File: src/rtl/obi_apb_pkg.sv
// rtl/obi_apb_pkg.sv - shared types and constants for the OBI-to-APB bridge
package obi_apb_pkg;

    // Bridge sequencing: accept on OBI, run APB setup/access, hold OBI response.
    typedef enum logic [1:0] {
        ST_IDLE   = 2'd0,
        ST_SETUP  = 2'd1,
        ST_ACCESS = 2'd2,
        ST_RESP   = 2'd3
    } state_t;

    // Default number of ACCESS cycles allowed without PREADY.
    localparam int DEFAULT_TIMEOUT_CYCLES = 255;

endpackage

File: src/rtl/apb_timeout_cnt.sv
// rtl/apb_timeout_cnt.sv - ACCESS-phase cycle counter with expiry flag
// Ports:
//   clk, reset_n : clock, asynchronous active-low reset
//   enable       : count this cycle (bridge is in ACCESS)
//   clear        : return the count to zero (bridge is outside ACCESS)
//   expired      : current ACCESS cycle is the LIMIT-th one; never set when LIMIT is 0
module apb_timeout_cnt #(
    parameter int LIMIT = 255
) (
    input  logic clk,
    input  logic reset_n,
    input  logic enable,
    input  logic clear,
    output logic expired
);

    localparam int CW = (LIMIT < 2) ? 1 : $clog2(LIMIT + 1);
    // The count holds the number of ACCESS cycles already completed, so the
    // LIMIT-th cycle is the one where the count equals LIMIT-1.
    localparam logic [CW-1:0] LAST = CW'((LIMIT > 0) ? LIMIT - 1 : 0);

    logic [CW-1:0] count_q;

    always_ff @(posedge clk or negedge reset_n) begin
        if (!reset_n) begin
            count_q <= '0;
        end else if (clear) begin
            count_q <= '0;
        end else if (enable && (count_q != LAST)) begin
            count_q <= count_q + 1'b1;
        end
    end

    assign expired = (LIMIT > 0) && enable && (count_q == LAST);

endmodule

File: src/rtl/obi_apb_bridge.sv
// rtl/obi_apb_bridge.sv - single-outstanding OBI subordinate to APB requester bridge
// Ports:
//   clk, reset_n            : clock, asynchronous active-low reset
//   obi_req/gnt/gntpar      : OBI A-channel handshake (gntpar = ~gnt)
//   obi_addr/we/be/wdata/aid: OBI request fields, captured on req&gnt
//   obi_rvalid/rvalidpar    : OBI R-channel valid (rvalidpar = ~rvalid)
//   obi_rready              : OBI R-channel ready
//   obi_rdata/rid/err       : OBI response fields, stable while rvalid
//   APB_P*                  : APB requester side
module obi_apb_bridge
    import obi_apb_pkg::*;
#(
    parameter int OBI_AW         = 32,
    parameter int OBI_DW         = 32,
    parameter int OBI_IDW        = 1,
    parameter int TIMEOUT_CYCLES = DEFAULT_TIMEOUT_CYCLES
) (
    input  logic                clk,
    input  logic                reset_n,
    input  logic                obi_req,
    output logic                obi_gnt,
    output logic                obi_gntpar,
    input  logic [OBI_AW-1:0]   obi_addr,
    input  logic                obi_we,
    input  logic [OBI_DW/8-1:0] obi_be,
    input  logic [OBI_DW-1:0]   obi_wdata,
    input  logic [OBI_IDW-1:0]  obi_aid,
    output logic                obi_rvalid,
    output logic                obi_rvalidpar,
    input  logic                obi_rready,
    output logic [OBI_DW-1:0]   obi_rdata,
    output logic [OBI_IDW-1:0]  obi_rid,
    output logic                obi_err,
    output logic [OBI_AW-1:0]   APB_PADDR,
    output logic                APB_PWRITE,
    output logic [OBI_DW-1:0]   APB_PWDATA,
    output logic [OBI_DW/8-1:0] APB_PSTRB,
    output logic                APB_PSEL,
    output logic                APB_PENABLE,
    input  logic [OBI_DW-1:0]   APB_PRDATA,
    input  logic                APB_PREADY,
    input  logic                APB_PSLVERR
);

    state_t state_q, state_d;

    logic [OBI_AW-1:0]   addr_q;
    logic                we_q;
    logic [OBI_DW/8-1:0] be_q;
    logic [OBI_DW-1:0]   wdata_q;
    logic [OBI_IDW-1:0]  aid_q;
    logic [OBI_DW-1:0]   rdata_q;
    logic                err_q;
    logic                in_access;
    logic                expired;

    assign in_access = (state_q == ST_ACCESS);

    apb_timeout_cnt #(
        .LIMIT (TIMEOUT_CYCLES)
    ) u_timeout_cnt (
        .clk     (clk),
        .reset_n (reset_n),
        .enable  (in_access),
        .clear   (!in_access),
        .expired (expired)
    );

    always_ff @(posedge clk or negedge reset_n) begin
        if (!reset_n) begin
            state_q <= ST_IDLE;
        end else begin
            state_q <= state_d;
        end
    end

    always_comb begin
        state_d = state_q;
        obi_gnt = 1'b0;
        case (state_q)
            ST_IDLE: begin
                obi_gnt = obi_req;
                if (obi_req) begin
                    state_d = ST_SETUP;
                end
            end
            ST_SETUP: begin
                state_d = ST_ACCESS;
            end
            ST_ACCESS: begin
                // PREADY wins a tie with the timeout; both exits land in RESP.
                if (APB_PREADY || expired) begin
                    state_d = ST_RESP;
                end
            end
            ST_RESP: begin
                if (obi_rready) begin
                    state_d = ST_IDLE;
                end
            end
            default: begin
                state_d = ST_IDLE;
            end
        endcase
    end

    // Request fields are only loaded on an accepted request, so the APB
    // request stays stable across SETUP and ACCESS.
    always_ff @(posedge clk or negedge reset_n) begin
        if (!reset_n) begin
            addr_q  <= '0;
            we_q    <= 1'b0;
            be_q    <= '0;
            wdata_q <= '0;
            aid_q   <= '0;
        end else if ((state_q == ST_IDLE) && obi_req) begin
            addr_q  <= obi_addr;
            we_q    <= obi_we;
            be_q    <= obi_be;
            wdata_q <= obi_wdata;
            aid_q   <= obi_aid;
        end
    end

    always_ff @(posedge clk or negedge reset_n) begin
        if (!reset_n) begin
            rdata_q <= '0;
            err_q   <= 1'b0;
        end else if (in_access) begin
            if (APB_PREADY) begin
                rdata_q <= we_q ? '0 : APB_PRDATA;
                err_q   <= APB_PSLVERR;
            end else if (expired) begin
                rdata_q <= '0;
                err_q   <= 1'b1;
            end
        end
    end

    assign obi_gntpar    = ~obi_gnt;
    assign obi_rvalid    = (state_q == ST_RESP);
    assign obi_rvalidpar = ~obi_rvalid;
    assign obi_rdata     = rdata_q;
    assign obi_err       = err_q;
    assign obi_rid       = aid_q;

    assign APB_PSEL    = (state_q == ST_SETUP) || in_access;
    assign APB_PENABLE = in_access;
    assign APB_PADDR   = addr_q;
    assign APB_PWRITE  = we_q;
    assign APB_PWDATA  = wdata_q;
    assign APB_PSTRB   = we_q ? be_q : '0;

endmodule

File: config.mk
export PLATFORM = sky130hd
export DESIGN_NAME = obi_apb_bridge
export DESIGN_NICKNAME = d
export VERILOG_FILES = /design/src/rtl/obi_apb_pkg.sv /design/src/rtl/apb_timeout_cnt.sv /design/src/rtl/obi_apb_bridge.sv
export SDC_FILE = /design/constraint.sdc
export NUM_CORES = 1
export LEC_CHECK = 0
export CAP_MARGIN = 15
export CORE_MARGIN = 2
export CORE_UTILIZATION = 42
export DETAILED_ROUTE_END_ITERATION = 12
export HOLD_SLACK_MARGIN = 0.15
export MAX_ROUTING_LAYER = met4
export PLACE_DENSITY = 0.81
export REMOVE_ABC_BUFFERS = 1
export SYNTH_ARGS = -nofsm -noshare
export SYNTH_HDL_FRONTEND = slang
export SYNTH_SLANG_ARGS = --single-unit
File: constraint.sdc
create_clock -name clk -period 2.1 [get_ports clk]
set_input_delay 0.42 -clock clk [delete_from_list [all_inputs] [get_ports clk]]
set_output_delay 0.42 -clock clk [all_outputs]
set_load 0.01 [all_outputs]
# Word level (Yosys, flattened, before mapping)
# Cells that the tools add are included.
dict set report word_totals {
  input_bits 108
  elab_cells 43
  register_bits 113
}
dict set report op_classes {
  n_eq_ne 9
  n_reduce_logical 9
  n_mux 13
  n_addsub 1
  bitwise 2
}
# op count
set ops {}
lappend ops {{32-bit two-way mux} 3}
lappend ops {{8-bit two-way mux} 2}
lappend ops {{8-bit by 1-bit adder with 8-bit output (second input constant)} 1}
lappend ops {{8-bit equality test (second input constant)} 1}
lappend ops {{8-bit != test (second input constant)} 1}
lappend ops {{2-bit case mux with 4 select lines} 1}
lappend ops {{2-bit two-way mux} 3}
lappend ops {{2-bit by 1-bit != test with 1-bit output (second input constant)} 3}
lappend ops {{2-bit equality test (second input constant)} 2}
lappend ops {{4-bit two-way mux} 1}
lappend ops {{1-bit logical AND} 3}
lappend ops {{1-bit two-way mux} 3}
lappend ops {{3-bit AND reduction} 1}
lappend ops {{2-bit by 1-bit equality test with 1-bit output (second input constant)} 1}
lappend ops {{2-bit logical NOT} 1}
lappend ops {{1-bit logical OR} 2}
lappend ops {{2-bit != test (second input constant)} 1}
lappend ops {{1-bit NOT} 2}
lappend ops {{2-bit AND reduction} 1}
lappend ops {{2-bit nonzero test} 1}

# Depth between registers and ports, before layout
# Gate-level depths: netlist of the first run.
dict set report depth {
  ltp_word 5
  mapped_depth 8
}

# Hierarchy
# From an unflattened synthesis of the first run, not the netlist that was laid out.
dict set report hier_totals {
  hier_cells 364
  area_unflattened_um2 4635.7
}
# mod cells_per_inst instances area_each_um2 seq_area_each_um2
set modules_own_cells {}
lappend modules_own_cells {obi_apb_bridge 317 1 4136.5 2627.5}
lappend modules_own_cells {apb_timeout_cnt 47 1 499.2 200.2}

# Worst setup path after synthesis of the first run
# No wires, ideal clock.
dict set report synth_path {
  path_kind {register to register}
  start {register state_q[0]}
  end {register rdata_q[10], in the netlist obi_rdata[10]}
  t_required_ns 1.975
  path_stages_with_launch 9
  arrival_ns 1.514
  path_buffers 3
  setup_slack_ns 0.461
  synth_period_minus_slack_ns 1.639
  cell_sequence {dfrtp_1 -> inv_1 -> ha_1 -> buf_2 -> inv_1 -> buf_2 -> buf_2 -> a22oi_1 -> o21ai_2}
}
dict set report synth_via {
  elab_chain_len 4
}
# item line
set synth_rtl {}
lappend synth_rtl {{start, declared} obi_apb_bridge.sv:45} ;# state_t state_q, state_d;
lappend synth_rtl {{start signal, assigned} obi_apb_bridge.sv:73} ;# state_q <= state_d;
lappend synth_rtl {{2-bit equality test (*)} obi_apb_bridge.sv:57} ;# assign in_access = (state_q == ST_ACCESS);
lappend synth_rtl {{named net APB_PENABLE} obi_apb_bridge.sv:39} ;# output logic APB_PENABLE,
lappend synth_rtl {{1-bit logical AND} apb_timeout_cnt.sv:34} ;# assign expired = (LIMIT > 0) && enable && (count_q == LAST);
lappend synth_rtl {{2-bit nonzero test (no source line)} -}
lappend synth_rtl {{2-bit AND reduction (no source line) (*)} -}
lappend synth_rtl {{end signal, assigned} obi_apb_bridge.sv:131} ;# rdata_q <= we_q ? '0 : APB_PRDATA;
lappend synth_rtl {{end, declared} obi_apb_bridge.sv:52} ;# logic [OBI_DW-1:0] rdata_q;
# Mark *: on every way through the listed nets, which the timed path passes. The rest lies on a longest branch.
# A chain may end at the register's enable or synchronous reset.

# Worst setup path after layout of the first run
dict set report layout_path {
  start {register state_q[1]}
  end {output port obi_rvalidpar}
}
dict set report layout_via {
  elab_chain_len 2
}
# item line
set layout_rtl {}
lappend layout_rtl {{2-bit equality test} obi_apb_bridge.sv:141} ;# assign obi_rvalid = (state_q == ST_RESP);
lappend layout_rtl {{1-bit NOT} obi_apb_bridge.sv:142} ;# assign obi_rvalidpar = ~obi_rvalid;
lappend layout_rtl {{end, declared} obi_apb_bridge.sv:29} ;# output logic obi_rvalidpar,
# Every way passes these cells.

==> results of run 1 <==
-- repair_timing --
action,in CTS,in global routing
gates resized for setup,4,1
setup endpoints to repair,4,1
hold buffers,1,0
endpoints found under the hold margin,66,0
-- stage by stage --
step | total power [mW] | hold slack (ns) | setup WS, ns
final | 12.16 | 0.4989 | 0.09891
after global routing | 12.88 | 0.5107 | 0.02815
after CTS | 12.30 | 0.5021 | 0.04858
after detailed placement | 9.087 | 0.4509 | 0.02785
after global placement | 8.864 | 0.4450 | 0.06357
after floorplan | 6.181 | 0.1244 | 0.006409
-- Yosys cell counts, types with 2 or more instances --
cell type and n:
ha_1 6, a22oi_1 32, o21ai_0 5, nor3_1 5, nand2_1 5, inv_1 38
buf_6 4, dfrtp_1 113, nor2b_1 3, nand3_1 2, and3_1 3, buf_2 16
a311oi_1 2, a211oi_1 2, mux2_2 70, and2_1 5, a31oi_1 2, o21ai_2 30
a21oi_1 6
-- power by group through the flow --
stage	logic (mW)	registers [mW]	clock network [mW]
after floorplan	2.02	4.17	0
after global placement	5.10	3.77	0
after detailed placement	5.27	3.82	0
after CTS	5.27	3.80	3.24
after global routing	5.58	3.94	3.36
final	5.19	3.79	3.17
-- state kept, by name, summed over array words and instances, names as in the netlist --
name and flops:
APB_PADDR 32, APB_PWRITE 1, obi_rdata 32, state_q 2, APB_PWDATA 32, obi_err 1
u_timeout_cnt.count_q 8, obi_rid 1, be_q 4
-- metal layers --
layer / wire length [um] / vias to the layer above / part of all wire [%]
li1: - / 1748 / -
met1: 5071 / 1827 / 40
met2: 6549 / 157 / 52
met3: 701 / 28 / 5.5
met4: 320 / 0 / 2.5
met5: 0 / - / 0
-- kinds of logic (layout without fill, tap and decap cells) --
group	after synthesis	after routing	synth area share, %
AO/OA/AOI/OAI	86	86	13.80
buffers and inverters	60	301	5.707
flip-flops	113	113	58.63
AND/OR/NAND/NOR	32	32	3.969
multiplexers	70	70	16.34
adder cells (fa/ha/maj)	6	6	1.556
-- path summary, 6_finish.rpt --
path	to	slack, ns	from
worst min-delay path	be_q[1]$_DFFE_PN0P_	0.50	be_q[1]$_DFFE_PN0P_
worst max-delay path	obi_rvalidpar	0.1	state_q[1]$_DFFE_PN0P_
max in group asynchronous	obi_rdata[24]$_DFFE_PN0P_	0.96	reset_n
worst max register to register	APB_PADDR[31]$_DFFE_PN0P_	0.28	state_q[0]$_DFFE_PN0P_
min in group asynchronous	APB_PADDR[25]$_DFFE_PN0P_	0.59	reset_n
worst min register to register	be_q[1]$_DFFE_PN0P_	0.50	be_q[1]$_DFFE_PN0P_
-- area by class of cell --
class | instances | area (um^2) | share of cell area, %
flip-flops and latches | 113 | 2828 | 36.01
repair buffers | 230 | 2312 | 29.45
multi-input cells | 194 | 1723 | 21.94
clock buffers | 23 | 488.0 | 6.214
well taps | 143 | 178.9 | 2.279
clock inverters | 9 | 176.4 | 2.247
inverters | 39 | 146.4 | 1.864
-- worst max-delay path, delay by kind of cell, from the launching register on --
kind / cells / cell delay, ns
adder cells (fa/ha/maj): 1 / 0.21
buffers and inverters: 2 / 0.57
flip-flops: 1 / 0.41
==> key figures, run 1 <==
Status
  – Status: completed

Power and ir drop
  – Switching Share: 29.91%
  – Maximum VDD drop: 0.0007353 V
  – Power per cell area: 1548 nW/um^2
  – Pleak: 3.398 nW
  – Pint: 8.520 mW
  – Clock power share: 26.1%
  – Psw: 3.636 mW
  – Sequential Power Share: 31.2%
  – Combinational Power Share: 42.7%

STA
  – Setup violators final: 0
  – Tightest Pin Transition: 0.6049 ns
  – Final-report max-slew violation count: 0
  – Final-report hold violation count: 0
  – Max frequency: 499.7 MHz
  – Unrepaired setup endpoints after global routing: false
  – Relative slew slack: 59.67%
  – Final setup TNS: 0 ns
  – Post-route clock skew: 0.007595 ns
  – Final Cycle Share: 95.29%
  – Min cycle time layout: 2.001 ns

Synthesis
  – Main area contributors after synthesis: dfrtp_1, mux2_2, o21ai_2, a22oi_1, inv_1
  – Post-synth ARST share: 100.0%
  – Yosys top cell area share: 58.63%
  – Seq/Total Area, Yosys: 58.63%
  – Synth area leader: dfrtp_1
  – Cell count after synthesis: 367
  – Synth unique cells: 37
  – Ys Warns: 0
  – Main synth FF type: dfrtp_1
  – Avg Cell Area, Syn: 13.14 um^2
  – Seq cells post-synth: 113
  – Post-synth EDFFs: 0
  – Mapped cell area: 4823 um^2

Placed design
  – Hpwl dp: 9.319 mm
  – Port buffer count: 216
  – Placed Instances: 718
  – Placer Congestion: 0.8323
  – Cell Area, Placed: 7181 um^2

Route
  – Via count: 3760
  – Initial DRC count: 128
  – Drt drc: 0
  – Detailed-router iteration count before antenna repair: 4
  – Avg WL per Cell: 16.83 um
  – Number of vias per cell: 5.007
  – Wirelength, routed: 12.64 mm
  – Antenna Nets Post-Route: 0

Layout
  – Share of layout cells above drive strength 1: 24.51%
  – Commonest non-fill, non-tap cell in the layout: clkdlybuf4s50_1
  – Area growth, synth to finish: 62.80%
  – Layout Cells excl Fill: 751
  – Most frequent cells in the layout: clkdlybuf4s50_1, dfrtp_1, mux2_2, inv_1, a22oi_1
  – Filler cells: 802
  – N_diodes: 0
  – Fin util: 69.36%
  – Total Nets Final: 709
  – Fin area: 7853 um^2

Setup path
  – Maximum fanout along the worst path: 4
  – WP data required: 1.68 ns
  – Crit-path cells: ha_2 > inv_1 > clkdlybuf4s50_1
  – Startpoint Class: flip-flop
  – Worst Reg2Reg Path Length in Cells: 7
  – Slowest CP cell: clkdlybuf4s50_1
  – Kind of critical path: flip-flop to primary output
  – Worst EP arrival: 1.58 ns
  – CP endpoint kind: primary output
  – Max incr delay on CP: 0.52 ns

Min path
  – Hold crit path type: flip-flop to flip-flop
  – Hold depth: 1

Global route
  – Global route hottest layer: met2
  – M1 GR Usage: 25.54%
  – GR Layer Usage met2: 37.36%
  – Antenna violations before repair: 0
  – Met3 Track Usage GR: 5.249%
  – Tot GR Track Use: 21.98%
  – First-pass GRT wire length: 21.05 mm
  – Vias in the first global route: 4125
  – Total gr overflow: 0
  – Largest net degree at the start of global routing: 67

CTS
  – Clk pin slew, worst setup/hold paths: 0.05 ns
  – CTS Buf Count: 17
  – CTS Buffer Depth: 2
  – Clock Sinks: 113
  – Clock root buffer: clkbuf_16
  – Clock Latency Late Sink: 0.40 ns
  – Htree depth: 4
  – Setup Buffers After CTS: 0
  – CTS tree: yes

Floorplan
  – Core ar.: 11320 um^2
  – Die X: 111.2 um
  – Row count: 39
  – DIE HEIGHT: 111.2 um
  – Ports: 217
  – Initial Utilization: 42.61%
  – Die area: 12360 um^2

Flow run
  – Maxcap violations: 0
No activity file was read; power rests on OpenSTA's default activity.
==> inputs of run 2 (changes only) <==
- CORE_UTILIZATION: 42 -> 41
- PLACE_DENSITY: 0.81 -> 0.8
- SYNTH_HIERARCHICAL: unset -> 1
==> run 2 against run 1 <==
Total power is 4.2% lower. Clock-buffer cell count stayed put. Wire length is 4.4% lower. Clock power is 5% lower. Maximum frequency is 0.38% lower. Largest cell class unchanged. Highest routed layer unchanged.
==> key figures, run 2 <==
Route
  – Antenna Nets Post-Route: 0
  – Initial DRC count: 160
  – Via count: 3583
  – Drt drc: 0
  – Wirelength, routed: 12.09 mm
  – Number of vias per cell: 4.816
  – Avg WL per Cell: 16.25 um
  – Detailed-router iteration count before antenna repair: 4

Floorplan
  – Initial Utilization: 42.39%
  – Die X: 110.3 um
  – DIE HEIGHT: 110.3 um
  – Row count: 38
  – Die area: 12170 um^2
  – Ports: 217
  – Core ar.: 10940 um^2

STA
  – Final-report max-slew violation count: 0
  – Setup violators final: 0
  – Post-route clock skew: 0.009787 ns
  – Max frequency: 497.8 MHz
  – Hold WS: 0.4749 ns
  – Relative slew slack: 68.47%
  – Final setup TNS: 0 ns
  – Unrepaired setup endpoints after global routing: false
  – Final Cycle Share: 95.66%
  – Final-report hold violation count: 0
  – Min cycle time layout: 2.009 ns
  – Tightest Pin Transition: 0.4729 ns

CTS
  – Clock root buffer: clkbuf_16
  – CTS tree: yes
  – Setup Buffers After CTS: 0
  – Clock Sinks: 113
  – Clock Latency Late Sink: 0.40 ns
  – Clk pin slew, worst setup/hold paths: 0.05 ns
  – Htree depth: 4
  – CTS Buf Count: 17
  – CTS Buffer Depth: 2

Placed design
  – Port buffer count: 216
  – Cell Area, Placed: 6970 um^2
  – Placed Instances: 711
  – Hpwl dp: 8.913 mm
  – Placer Congestion: 0.7474

Synthesis
  – Mapped cell area: 4636 um^2
  – Cell count after synthesis: 364
  – Synth area leader: dfrtp_1
  – Ys Warns: 6
  – Synth unique cells: 39
  – Seq/Total Area, Yosys: 61.00%
  – Post-synth EDFFs: 0
  – Post-synth ARST share: 100.0%
  – Yosys top cell area share: 61.00%
  – Seq cells post-synth: 113
  – Synth top cells by count: dfrtp_1, mux2_2, nand2_1
  – Main area contributors after synthesis: dfrtp_1, mux2_2, nand2_1, o21ai_0, buf_6
  – Count leader, synth: dfrtp_1
  – Main synth FF type: dfrtp_1
  – Avg Cell Area, Syn: 12.74 um^2

Min path
  – Hold crit path type: flip-flop to flip-flop
  – Hold depth: 2
  – Hold Crit Endpoint: obi_rdata[4]$_DFFE_PN0P_
  – Hold Crit Start: obi_rdata[4]$_DFFE_PN0P_

Global route
  – Tot GR Track Use: 20.80%
  – Total gr overflow: 0
  – Largest net degree at the start of global routing: 66
  – Antenna violations before repair: 0
  – First-pass GRT wire length: 18.53 mm
  – Vias in the first global route: 3724

Power and ir drop
  – Power per cell area: 1532 nW/um^2
  – Switching Share: 29.67%
  – Combinational Power Share: 41.7%
  – Pleak: 3.232 nW
  – Pint: 8.188 mW
  – Psw: 3.455 mW
  – Sequential Power Share: 32.5%
  – Clock power share: 25.7%
  – Maximum VDD drop: 0.0007746 V
  – Total power: 11.64 mW

Setup path
  – Kind of critical path: flip-flop to primary output
  – Maximum fanout along the worst path: 4
  – FF-to-FF Start: u_timeout_cnt/count_q[0]$_DFFE_PN0P_
  – FF-to-FF End: state_q[1]$_DFFE_PN0P_
  – Reg2reg setup slack: 0.21 ns
  – Worst EP arrival: 1.59 ns
  – Worst Reg2Reg Path Length in Cells: 7
  – WP data required: 1.68 ns
  – Startpoint Class: flip-flop
  – CP endpoint kind: primary output

Layout
  – Commonest non-fill, non-tap cell in the layout: clkdlybuf4s50_1
  – Layout Cells excl Fill: 744
  – N_diodes: 0
  – Total Nets Final: 705
  – Most frequent cells in the layout: clkdlybuf4s50_1, dfrtp_1, mux2_2, nand2_1, o21ai_0
  – Fin area: 7601 um^2
  – Area growth, synth to finish: 63.97%
  – Share of layout cells above drive strength 1: 20.53%

Status
  – Status: completed

Flow run
  – Maxcap violations: 0
[run 2: changes by cell type in the layout (fill, tap and decap cells not counted), sizes merged, moves of 2 or more]
cell / change
nor3: -3
inv: -30
o21ai: -2
a22oi: -31
buf: -2
nor2: +6
nand2: +62
mux2: +4
[run 2: metal layers]
| metal | global-route usage [%] | share of wire [%] | up-vias |
|---|---|---|---|
| met2 | 34.05 | 50 | 153 |
| met5 | - | 0 | - |
| met1 | 24.11 | 39 | 1720 |
| met3 | 8.172 | 9.7 | 6 |
| met4 | 5.268 | 0.45 | 0 |
| li1 | - | - | 1704 |
[run 2: final cells by class]
class	count	area, um^2
repair buffers	228	2310
well taps	140	175.2
fillers	811	3334
clock inverters	9	155.1
clock buffers	23	467.9
flip-flops and latches	113	2828
multi-input cells	222	1632
inverters	9	33.78
[run 2: critical path, cell delays in order, from the launching register on]
cell and delay [ns]:
dfrtp_1 0.41, ha_2 0.21, inv_1 0.05, clkdlybuf4s50_1 0.52
[run 2: kinds of logic (layout without fill, tap and decap cells)]
logic type                 count (synthesis)  in the layout  share of synthesized area [%]
buffers and inverters                     29            269                          4.156
muxes                                     74             74                          17.98
DFF                                      113            113                          61.00
and+or+nand+nor                           95             95                          9.339
AOI/OAI and AO/OA                         47             47                          5.911
adders and majority gates                  6              6                          1.619
[run 2: power by group through the flow]
stage | Sequential, mW | Combinational [mW] | Clock [mW]
final | 3.79 | 4.86 | 3.00
after global routing | 3.92 | 5.24 | 3.19
after CTS | 3.81 | 4.93 | 3.06
after detailed placement | 3.83 | 4.92 | 0
after global placement | 3.75 | 4.82 | 0
after floorplan | 4.21 | 1.54 | 0
[run 2: worst max path at each step]
stage / end / from / slack [ns] / depth (start not counted)
2_1_floorplan: obi_rdata[0]$_DFFE_PN0P_ / u_timeout_cnt/count_q[0]$_DFFE_PN0P_ / -2.49 / 6
3_3_place_gp: obi_gnt / obi_req / 0.07 / 4
3_5_place_dp: obi_gnt / obi_req / 0.04 / 4
4_1_cts: obi_rvalidpar / state_q[1]$_DFFE_PN0P_ / 0.02 / 3
5_1_grt: obi_gnt / state_q[0]$_DFFE_PN0P_ / 0.002 / 5
6_report: obi_rvalidpar / state_q[1]$_DFFE_PN0P_ / 0.09 / 3
[run 2: stage by stage]
stage	worst slack, ns	utilization, %
after floorplan	-2.487	-
after global placement	0.07358	63.74
after detailed placement	0.04333	63.74
after CTS	0.02381	69.49
after global routing	0.001814	69.51
final	0.09119	69.51
[run 2: timing repair]
item / in CTS / in global routing
setup endpoints to repair: 4 / 1
hold buffers: 1 / 0
hold endpoints to repair: 33 / 0
gates resized for setup: 4 / 1
pin swaps: 0 / 0
==> inputs of run 3 (changes only) <==
- ABC_AREA: unset -> 1
- CORE_UTILIZATION: 41 -> 45
- HOLD_SLACK_MARGIN: 0.15 -> unset
- PLACE_DENSITY: 0.8 -> 0.86
- clock period: 2.1 -> 2.6 ns (I/O delays scaled with it)
==> run 3 against run 2 <==
Sequential power is 21% lower. Utilization is 4.2 points higher. Non-clock buffer count is 5 lower. Critical path depth is 2 higher. Clock-buffer cell count is 2 lower. Largest power group unchanged.
==> key figures, run 3 <==
Layout
  – Area growth, synth to finish: 59.97%
  – Fin util: 73.72%
  – Most frequent cells in the layout: nand2_1, clkdlybuf4s50_1, dfrtp_1, nand3_1, inv_1
  – Commonest non-fill, non-tap cell in the layout: nand2_1
  – Total Nets Final: 879
  – N_diodes: 0
  – Share of layout cells above drive strength 1: 8.098%

CTS
  – Setup Buffers After CTS: 0
  – Clock Latency Late Sink: 0.51 ns
  – Htree depth: 4
  – CTS Buffer Depth: 2
  – Clock Sinks: 113
  – Clk pin slew, worst setup/hold paths: 0.05 ns
  – CTS Buf Count: 17
  – Clock root buffer: clkbuf_8
  – CTS tree: yes

Synthesis
  – Synth unique cells: 23
  – Avg Cell Area, Syn: 8.674 um^2
  – Post-synth EDFFs: 0
  – Count leader, synth: nand2_1
  – Main synth FF type: dfrtp_1
  – Main area contributors after synthesis: dfrtp_1, nand2_1, nand3_1, nand2_2, ha_1
  – Cell count after synthesis: 546
  – Seq cells post-synth: 113
  – Seq/Total Area, Yosys: 59.71%
  – Synth top cells by count: nand2_1, dfrtp_1, nand3_1
  – Yosys top cell area share: 59.71%
  – Synth area leader: dfrtp_1
  – Ys Warns: 6
  – Mapped cell area: 4736 um^2
  – Post-synth ARST share: 100.0%

Setup path
  – Max incr delay on CP: 0.54 ns
  – Crit path depth: 5
  – WP data required: 2.08 ns
  – Crit-path cells: inv_1 > ha_2 > nand2_4 > inv_2 > clkdlybuf4s50_1
  – Maximum fanout along the worst path: 5
  – Kind of critical path: flip-flop to primary output
  – Crit path max-delay family: buffers and inverters
  – Startpoint Class: flip-flop
  – Worst Reg2Reg Path Length in Cells: 11
  – Worst Setup SP: state_q[0]$_DFFE_PN0P_
  – Worst EP arrival: 1.96 ns
  – Reg2reg setup slack: 0.55 ns
  – FF-to-FF Start: u_timeout_cnt/count_q[0]$_DFFE_PN0P_
  – Slowest CP cell: clkdlybuf4s50_1
  – Worst path bufs/invs: 3
  – CP endpoint kind: primary output

Floorplan
  – Initial Utilization: 46.08%
  – Die area: 11360 um^2
  – DIE HEIGHT: 106.6 um
  – Die X: 106.6 um
  – Core ar.: 10280 um^2
  – Ports: 217
  – Row count: 37

STA
  – Post-route clock skew: 0.008142 ns
  – Relative slew slack: 52.91%
  – Unrepaired setup endpoints after global routing: false
  – Setup ws final: 0.1226 ns
  – Tightest Pin Transition: 0.7047 ns
  – Setup violators final: 0
  – Min cycle time layout: 2.477 ns
  – Final Cycle Share: 95.28%
  – Max frequency: 403.7 MHz
  – Final-report max-slew violation count: 0
  – Final-report hold violation count: 0
  – Hold WS: 0.4783 ns
  – Final setup TNS: 0 ns

Power and ir drop
  – Power per cell area: 1187 nW/um^2
  – Maximum VDD drop: 0.001112 V
  – Pleak: 3.765 nW

Route
  – Via count: 4406
  – Detailed-router iteration count before antenna repair: 4
  – Antenna Nets Post-Route: 0
  – Initial DRC count: 320
  – Avg WL per Cell: 14.80 um
  – Number of vias per cell: 4.821
  – Wirelength, routed: 13.53 mm
  – Drt drc: 0

Status
  – Status: completed

Global route
  – Tot GR Track Use: 25.32%
  – Largest net degree at the start of global routing: 71
  – Total gr overflow: 0
  – Antenna violations before repair: 0
  – First-pass GRT wire length: 21.62 mm
  – Vias in the first global route: 4510

Min path
  – Hold Crit Start: obi_rdata[23]$_DFFE_PN0P_
  – Hold depth: 2
  – Hold crit path type: flip-flop to flip-flop

Placed design
  – Hpwl dp: 9.590 mm
  – Placer Congestion: 0.8338
  – Port buffer count: 216
  – Place WS: 0.2627 ns

Flow run
  – Maxcap violations: 0
## run 3: changes by cell type after synthesis, moves of 4 or more
cell	change
nor2_1	+6
mux2_2	-72
nand2_2	+15
buf_6	-5
nand4_1	+4
and2_1	-5
o21ai_0	-30
nand3_1	+39
inv_1	+9
buf_1	+4
nand2_1	+231
## run 3: repair_timing
| item | in CTS | in global routing |
|---|---|---|
| resized for setup | 0 | 3 |
| hold buffers | 1 | 0 |
| endpoints found under the setup margin | 0 | 2 |
| endpoints found under the hold margin | 30 | 0 |
## run 3: power breakdown
group | leakage, nW | switching (mW) | internal (mW)
Combinational | 2.04 | 1.82 | 1.92
Sequential | 1.45 | 0.473 | 2.53
Clock | 0.277 | 0.779 | 1.47
Total | 3.77 | 3.07 | 5.92
## run 3: logic make-up (layout without fill, tap and decap cells)
kind of cell	after synthesis	count (layout)	synth area share, %
buffers and inverters	45	277	4.940
AO/OA/AOI/OAI	2	2	0.2112
AND/OR/NAND/NOR	377	377	33.00
XOR/XNOR	3	3	0.5549
flip-flops	113	113	59.71
adder cells (fa/ha/maj)	6	6	1.585
## run 3: cell type report
class | instances | area (um^2)
multi-input combinational | 388 | 1684
tap | 136 | 170.2
timing repair buffer | 223 | 2227
fill | 713 | 2701
sequential | 113 | 2828
clock inverter | 11 | 137.6
clock buffer | 21 | 439.2
inverter | 22 | 90.09
## run 3: per-stage QoR
stage | cell area, um^2 | power, mW | instances
global placement | 6979 | 6.576 | 881
finish | 7576 | 8.992 | 914
detailed placement | 6979 | 6.735 | 881
floorplan | 4592 | 4.507 | 523
global route | 7576 | 9.555 | 914
CTS | 7566 | 9.052 | 914
## run 3: final timing paths
check                                            end
min in group asynchronous     state_q[1]$_DFFE_PN0P_
max in group asynchronous  APB_PADDR[12]$_DFFE_PN0P_
hold / removal             obi_rdata[23]$_DFFE_PN0P_
hold reg to reg            obi_rdata[23]$_DFFE_PN0P_
setup / recovery                             obi_gnt
setup reg to reg            obi_rdata[0]$_DFFE_PN0P_
## run 3: per-layer routing
layer  global-route usage (%)  vias up  routed length [um]
li1                         -     2114                   -
met2                    41.31      188                6835
met4                    11.04        0                 383
met1                    28.13     2073                5125
met5                        -        -                   0
met3                    9.119       31                1185
## run 3: tightest hold or removal path, delay by kind of cell, from the launching register on
kind,cells,cell delay (ns)
flip-flops,1,0.33
AND/OR/NAND/NOR,2,0.11
